==> config.mk <==
export PLATFORM = sky130hd
export DESIGN_NAME = alu_cmd_sequencer
export DESIGN_NICKNAME = d
export VERILOG_FILES = /design/src/rtl/alu_cmd_sequencer.sv
export SDC_FILE = /design/constraint.sdc
export NUM_CORES = 1
export LEC_CHECK = 0
export ABC_AREA = 0
export CAP_MARGIN = 20
export CORE_MARGIN = 4
export CORE_UTILIZATION = 39
export CTS_BUF_LIST = sky130_fd_sc_hd__clkbuf_4 sky130_fd_sc_hd__clkbuf_8
export CTS_CLUSTER_DIAMETER = 100
export CTS_CLUSTER_SIZE = 16
export DETAILED_ROUTE_END_ITERATION = 12
export GPL_ROUTABILITY_DRIVEN = 1
export PLACE_DENSITY = 0.69
export SLEW_MARGIN = 20
export SYNTH_ARGS = -nofsm -noshare
export SYNTH_HDL_FRONTEND = slang
export SYNTH_SLANG_ARGS = --single-unit
==> constraint.sdc <==
create_clock -name clk -period 4 [get_ports clk]
set_input_delay 0.6 -clock clk [delete_from_list [all_inputs] [get_ports clk]]
set_output_delay 0.6 -clock clk [all_outputs]
set_load 0.03 [all_outputs]
==> src/rtl/alu_cmd_sequencer.sv <==
// Command sequencer for an external combinational 8-bit ALU: accepts a command,
// reads operands from a 4-entry register file, writes the result back and returns it.
module alu_cmd_sequencer #(
  parameter int WIDTH = 8,
  parameter int CNT_W = 16
) (
  input  logic             clk,
  input  logic             rst_n,
  input  logic             cmd_valid,
  output logic             cmd_ready,
  input  logic [2:0]       cmd_op,
  input  logic [1:0]       cmd_dst,
  input  logic [1:0]       cmd_sa,
  input  logic [1:0]       cmd_sb,
  input  logic [WIDTH-1:0] cmd_imm,
  output logic [WIDTH-1:0] alu_a,
  output logic [WIDTH-1:0] alu_b,
  output logic [2:0]       alu_op,
  input  logic [WIDTH-1:0] alu_result,
  output logic             res_valid,
  input  logic             res_ready,
  output logic [WIDTH-1:0] res_data,
  output logic [1:0]       res_dst,
  output logic             res_err,
  output logic [CNT_W-1:0] op_count
);

  localparam logic [2:0] OP_NOT = 3'b100;
  localparam logic [2:0] OP_LDI = 3'b101;

  typedef enum logic [1:0] {
    IDLE = 2'd0,
    EXEC = 2'd1,
    OUT  = 2'd2
  } state_t;

  state_t           r_state;
  state_t           w_nextState;
  logic             w_accept;
  logic             w_isAluCmd;
  logic             w_isAluLatched;
  logic             w_isLegalLatched;

  logic [2:0]       r_op;
  logic [1:0]       r_dst;
  logic [WIDTH-1:0] r_imm;
  logic [WIDTH-1:0] r_rf [4];
  logic [WIDTH-1:0] r_aluA;
  logic [WIDTH-1:0] r_aluB;
  logic [2:0]       r_aluOp;
  logic             r_resValid;
  logic [WIDTH-1:0] r_resData;
  logic [1:0]       r_resDst;
  logic             r_resErr;
  logic [CNT_W-1:0] r_opCount;

  assign w_accept         = cmd_valid && cmd_ready;
  assign w_isAluCmd       = (cmd_op <= OP_NOT);
  assign w_isAluLatched   = (r_op <= OP_NOT);
  assign w_isLegalLatched = (r_op <= OP_LDI);

  always_ff @(posedge clk) begin
    if (!rst_n) r_state <= IDLE;
    else        r_state <= w_nextState;
  end

  always_comb begin
    w_nextState = r_state;
    case (r_state)
      IDLE:    if (w_accept)  w_nextState = EXEC;
      EXEC:                   w_nextState = OUT;
      OUT:     if (res_ready) w_nextState = IDLE;
      default:                w_nextState = IDLE;
    endcase
  end

  // Ready is a pure state decode so cmd_valid never reaches cmd_ready combinationally.
  always_comb begin
    cmd_ready = (r_state == IDLE);
  end

  always_ff @(posedge clk) begin
    if (!rst_n) begin
      r_op       <= '0;
      r_dst      <= '0;
      r_imm      <= '0;
      r_aluA     <= '0;
      r_aluB     <= '0;
      r_aluOp    <= '0;
      r_resValid <= 1'b0;
      r_resData  <= '0;
      r_resDst   <= '0;
      r_resErr   <= 1'b0;
      r_opCount  <= '0;
      for (int i = 0; i < 4; i++) r_rf[i] <= '0;
    end else begin
      if (w_accept) begin
        r_op  <= cmd_op;
        r_dst <= cmd_dst;
        r_imm <= cmd_imm;
        if (w_isAluCmd) begin
          r_aluA  <= r_rf[cmd_sa];
          r_aluB  <= r_rf[cmd_sb];
          r_aluOp <= cmd_op;
        end
      end

      // Writeback happens only here, so the next accepted command always sees it.
      if (r_state == EXEC) begin
        r_resValid <= 1'b1;
        r_resDst   <= r_dst;
        if (w_isAluLatched) begin
          r_rf[r_dst] <= alu_result;
          r_resData   <= alu_result;
          r_resErr    <= 1'b0;
        end else if (r_op == OP_LDI) begin
          r_rf[r_dst] <= r_imm;
          r_resData   <= r_imm;
          r_resErr    <= 1'b0;
        end else begin
          r_resData <= '0;
          r_resErr  <= 1'b1;
        end
        if (w_isLegalLatched && (r_opCount != {CNT_W{1'b1}}))
          r_opCount <= r_opCount + CNT_W'(1);
      end

      if ((r_state == OUT) && res_ready) r_resValid <= 1'b0;
    end
  end

  assign alu_a     = r_aluA;
  assign alu_b     = r_aluB;
  assign alu_op    = r_aluOp;
  assign res_valid = r_resValid;
  assign res_data  = r_resData;
  assign res_dst   = r_resDst;
  assign res_err   = r_resErr;
  assign op_count  = r_opCount;

endmodule

=== Word-level counts from Yosys, hierarchy flattened ===
Memories as Yosys holds them, arrays and structs flattened. A register that Yosys moved wholly into a read port is not among the register bits.
Index checks and enable logic that the tools add are counted.

* Bits in registers: 46
* RAM bits: 32
* Bits of input ports: 29
* Output and inout port bits: 48
* Logic and storage cells: 55
* Memories kept: 1

{| class="wikitable"
|+ Memories
! name !! depth !! width !! read ports !! clocked after Yosys merged registers in !! write ports !! RTL line !! RTL
|-
| r_rf || 4 || 8 || 2 || 2 || 4 || 47 || <nowiki>logic [WIDTH-1:0] r_rf [4];</nowiki>
|}

* Add/subtract/negate cells: 1
* $lt $le $gt $ge: 3
* Eq/ne operators: 6
* Multiplexer cells: 21
* Bitwise operators: 2
* Reductions and logical operators: 11

{| class="wikitable"
|+ Operators with widths
! cell !! number
|-
| 8-bit 2-to-1 mux || 4
|-
| 16-bit by 1-bit adder with 16-bit output, second input constant || 1
|-
| 16-bit != test, second input constant || 1
|-
| 1-bit 2-to-1 mux || 13
|-
| 3-bit less-or-equal comparator, second input constant || 3
|-
| 8-bit OR reduction || 1
|-
| 2-bit 2-to-1 mux || 3
|-
| 2-bit case mux with 3 select lines || 1
|-
| 2-bit AND reduction || 3
|-
| 3-bit == test, second input constant || 1
|-
| 1-bit logical AND || 3
|-
| 2-bit by 1-bit == test with 1-bit output, second input constant || 1
|-
| 2-bit == test, second input constant || 1
|-
| 1-bit zero test || 2
|-
| 2-bit zero test || 1
|-
| 2-bit by 1-bit != test with 1-bit output, second input constant || 1
|-
| 2-bit != test, second input constant || 1
|-
| 2-bit OR reduction || 1
|-
| 1-bit inverter || 1
|-
| 1-bit bitwise OR || 1
|}

=== Longest topological paths before layout ===
* Depth after elaboration: 9
* Depth in mapped cells: 7
* Mapped depth without buffers: 5

=== Worst setup path before layout ===
No wires, ideal clock.

* Path type: register to register
* Start point: register r_state[1]
* End point: memory r_rf[1][0] (enable)
* Setup time: 0.329 ns
* Arrival: 1.590 ns
* Required time: 3.671 ns
* Path slack: 2.082 ns
* Stages on the path, launching flop included: 8
* Buffers on the path: 3
* Period minus slack after synthesis: 1.918 ns
* Cell sequence: dfxtp_1 > and2b_1 > buf_4 > nand3_1 > buf_2 > or3b_1 > buf_2 > nand2_1

{| class="wikitable"
|+ RTL lines
! element !! RTL line !! RTL
|-
| from (decl) || 37 || <nowiki>state_t r_state;</nowiki>
|-
| from (signal assigned) || 64 || <nowiki>else r_state <= w_nextState;</nowiki>
|-
| to (decl) || 47 ||
|}

==> impl_metrics.py <==
metrics = {
    "synthesis": {
        "synth_area_um2": 4270,
        "synth_warnings": 0,
        "synthArstFlopShare": 0,
        "synth.net_count": 461,
        "synth_top_area_frac": 0.290,
        "avgSynthCellArea_um2": 9.92,
        "synth-edff-count": 32,
        "yosysTopAreaCell": "dfxtp_1",
        "synth.area.top_cells": "dfxtp_1, edfxtp_1, mux4_2",
        "ys.flop_type": "dfxtp_1",
        "synth-seq-cells": 94,
        "yosysSeqAreaShare": 0.515,
        "synthDistinctLibCells": 41,
        "syn_inst": 431,
    },
    "clock_network": {
        "insertion_delay_ns": 0.36,
        "cts_buffers": 9,
        "cts_setup_buffers": 0,
        "cts_hold_buf": 0,
        "cts.repair.resized": 0,
        "cts.sinks": 94,
        "htree_levels": 3,
        "clkTransAtPathRegs_ns": 0.09,
        "cts_root_buf": "clkbuf_8",
        "cts_max_path_buffers": 2,
        "cts_tree": "yes",
    },
    "placement": {
        "gp_congestion": 0.836,
        "io_buffers": 76,
        "placedCellCount": 617,
        "placed_area_um2": 5110,
        "post-dp-hpwl_um": 7140,
    },
    "layout": {
        "drive_gt1_frac": 0.0825,
        "stdcell_area_um2": 5310,
        "stdcell_count": 633,
        "final_core_util": 0.506,
        "nets": 522,
        "num_antenna_cells": 0,
        "area_delta_synth_final_pct": 24.3,
        "fillers": 936,
    },
    "floorplanning": {
        "dieWidth_um": 113,
        "core_area_um2": 10500,
        "dieArea_um2": 12700,
        "die_h_um": 113,
        "pin_count": 77,
        "num_rows": 37,
        "start_util": 0.407,
    },
    "timing": {
        "min_period_ns": 2.55,
        "tightest_slew_ns": 0.795,
        "setup_violations": 0,
        "skew_ns": 0.00756,
        "drv_slew": 0,
        "rsz0062_at_grt": "false",
        "max_freq_ghz": 0.392,
        "worst_slew_margin_rel": 0.469,
        "setup-tns-final_ns": 0,
        "hold_viol_final": 0,
        "fin_crit_sh": 0.638,
    },
    "worst_hold_path": {
        "hold_path_class": "reg2reg",
    },
    "routing": {
        "routed_via_density": 5.33,
        "routed_wl_um": 9770,
        "remaining_drc_errors": 0,
        "drtIter0Drc": 219,
        "ant_nets": 0,
        "drt_pass1_iterations": 5,
        "via_count": 3373,
        "wl_per_cell_um": 15.4,
    },
    "worst_setup_path": {
        "crit_path_end_kind": "flip-flop",
        "worstSetupPathType": "in2reg",
        "crit_path_max_fanout": 29,
        "cp.arrival_ns": 2.66,
        "worst_setup_path_start_kind": "input pin",
        "required_ns": 4.11,
    },
    "run": {
        "max-cap-violations": 0,
    },
    "grt": {
        "grt_max_degree": 47,
        "gr-total-overflow": 0,
        "track_usage": 0.156,
        "grt_pass1_wl_um": 16100,
        "antenna_found_initial": 0,
        "grt_pass1_vias": 3247,
    },
    "outcome": {
        "outcome": "completed",
    },
    "power_and_ir_drop": {
        "p_leak_nw": 1.94,
        "peakVddDrop_mv": 0.164,
        "power-per-cell-area_nw_per_um2": 370,
        "power_mw": 1.97,
    },
}
## metrics by stage
stage	hold WS (ns)	worst slack [ns]
floorplan	0.449	2.08
global placement	0.443	1.15
detailed placement	0.447	1.10
CTS	0.460	1.50
global route	0.489	1.36
finish	0.459	1.45
## cells by family after synthesis
kind of cell / count (synthesis) / share of synthesized area
and+or+nand+nor: 181 / 0.197
adders and majority gates: 1 / 0.00293
DFF: 94 / 0.515
buffers and inverters: 41 / 0.0392
AOI/OAI and AO/OA: 84 / 0.129
muxes: 30 / 0.117
## worst paths after layout
path / start / to / slack [ns] / cells after the start
setup / recovery: rst_n / r_rf[0][5]$_SDFFCE_PN0P_ / 1.45 / 5
hold reg to reg: alu_b[4]$_SDFFE_PN0P_ / alu_b[4]$_SDFFE_PN0P_ / 0.46 / 2
setup reg to reg: r_op[2]$_SDFFE_PN0P_ / r_rf[0][5]$_SDFFCE_PN0P_ / 1.62 / 4
hold / removal: alu_b[4]$_SDFFE_PN0P_ / alu_b[4]$_SDFFE_PN0P_ / 0.46 / 2
## registers in the layout, summed over array words and instances, names as in the netlist
| name | flops |
|---|---|
| r_rf | 32 |
| res_dst | 2 |
| r_imm | 8 |
| r_state | 2 |
| alu_a | 8 |
| alu_op | 3 |
| op_count | 16 |
| res_data | 8 |
| r_dst | 2 |
| res_err | 1 |
| alu_b | 8 |
| res_valid | 1 |
| r_op | 3 |
## layout make-up
type,instances,area [um2],share of cell area
Clock buffer,11,145,0.0273
Multi-Input combinational cell,296,1900,0.358
Inverter,11,41.3,0.00777
Clock inverter,5,60.1,0.0113
Sequential cell,94,2200,0.414
Tap cell,136,170,0.0320
Timing Repair Buffer,80,791,0.149
## placed cells by master (no fill, tap or decap), types with 6 or more instances in the layout
| master | instances |
|---|---|
| a21oi_1 | 43 |
| nand3_1 | 6 |
| or4_1 | 6 |
| inv_1 | 10 |
| dfxtp_1 | 62 |
| nand2_1 | 88 |
| o221ai_1 | 8 |
| o211a_1 | 8 |
| nor4_1 | 6 |
| nand4_1 | 7 |
| nand2b_1 | 8 |
| a2bb2oi_1 | 8 |
| mux4_2 | 16 |
| o21ai_0 | 6 |
| clkbuf_8 | 10 |
| mux2i_1 | 14 |
| clkdlybuf4s50_1 | 76 |
| nor2_1 | 40 |
| o31ai_1 | 7 |
| edfxtp_1 | 32 |
## routing by layer
layer | up-vias | track usage | wire length [um]
met1 | 1587 | 0.220 | 4760
met5 | - | 0 | 0
li1 | 1677 | - | -
met4 | 0 | 0.0641 | 136
met3 | 8 | 0.0307 | 475
met2 | 101 | 0.235 | 4400
## synthesized netlist by cell type (3+ instances only)
library cell   n
nand2_1       88
dfxtp_1       62
a21oi_1       43
nor2_1        40
edfxtp_1      32
clkbuf_1      18
mux4_2        16
mux2i_1       14
inv_1         10
a2bb2oi_1      8
buf_2          8
nand2b_1       8
o211a_1        8
o221ai_1       8
nand4_1        7
o31ai_1        7
nand3_1        6
nor4_1         6
o21ai_0        6
or4_1          6
nor3_1         4
buf_1          3
## power breakdown
group / internal, mW / total (mW) / switching, mW
clock network: 0.314 / 0.647 / 0.333
registers: 1.03 / 1.06 / 0.0338
logic: 0.116 / 0.255 / 0.139
total: 1.46 / 1.97 / 0.505
## worst max-delay path, cell delays in order
cell,delay [ns]
clkdlybuf4s50_1,0.51
buf_4,0.33
nand4b_1,0.54
mux2i_1,0.56
nor2_1,0.11
Note: power is estimated with default switching activity, not from simulation.
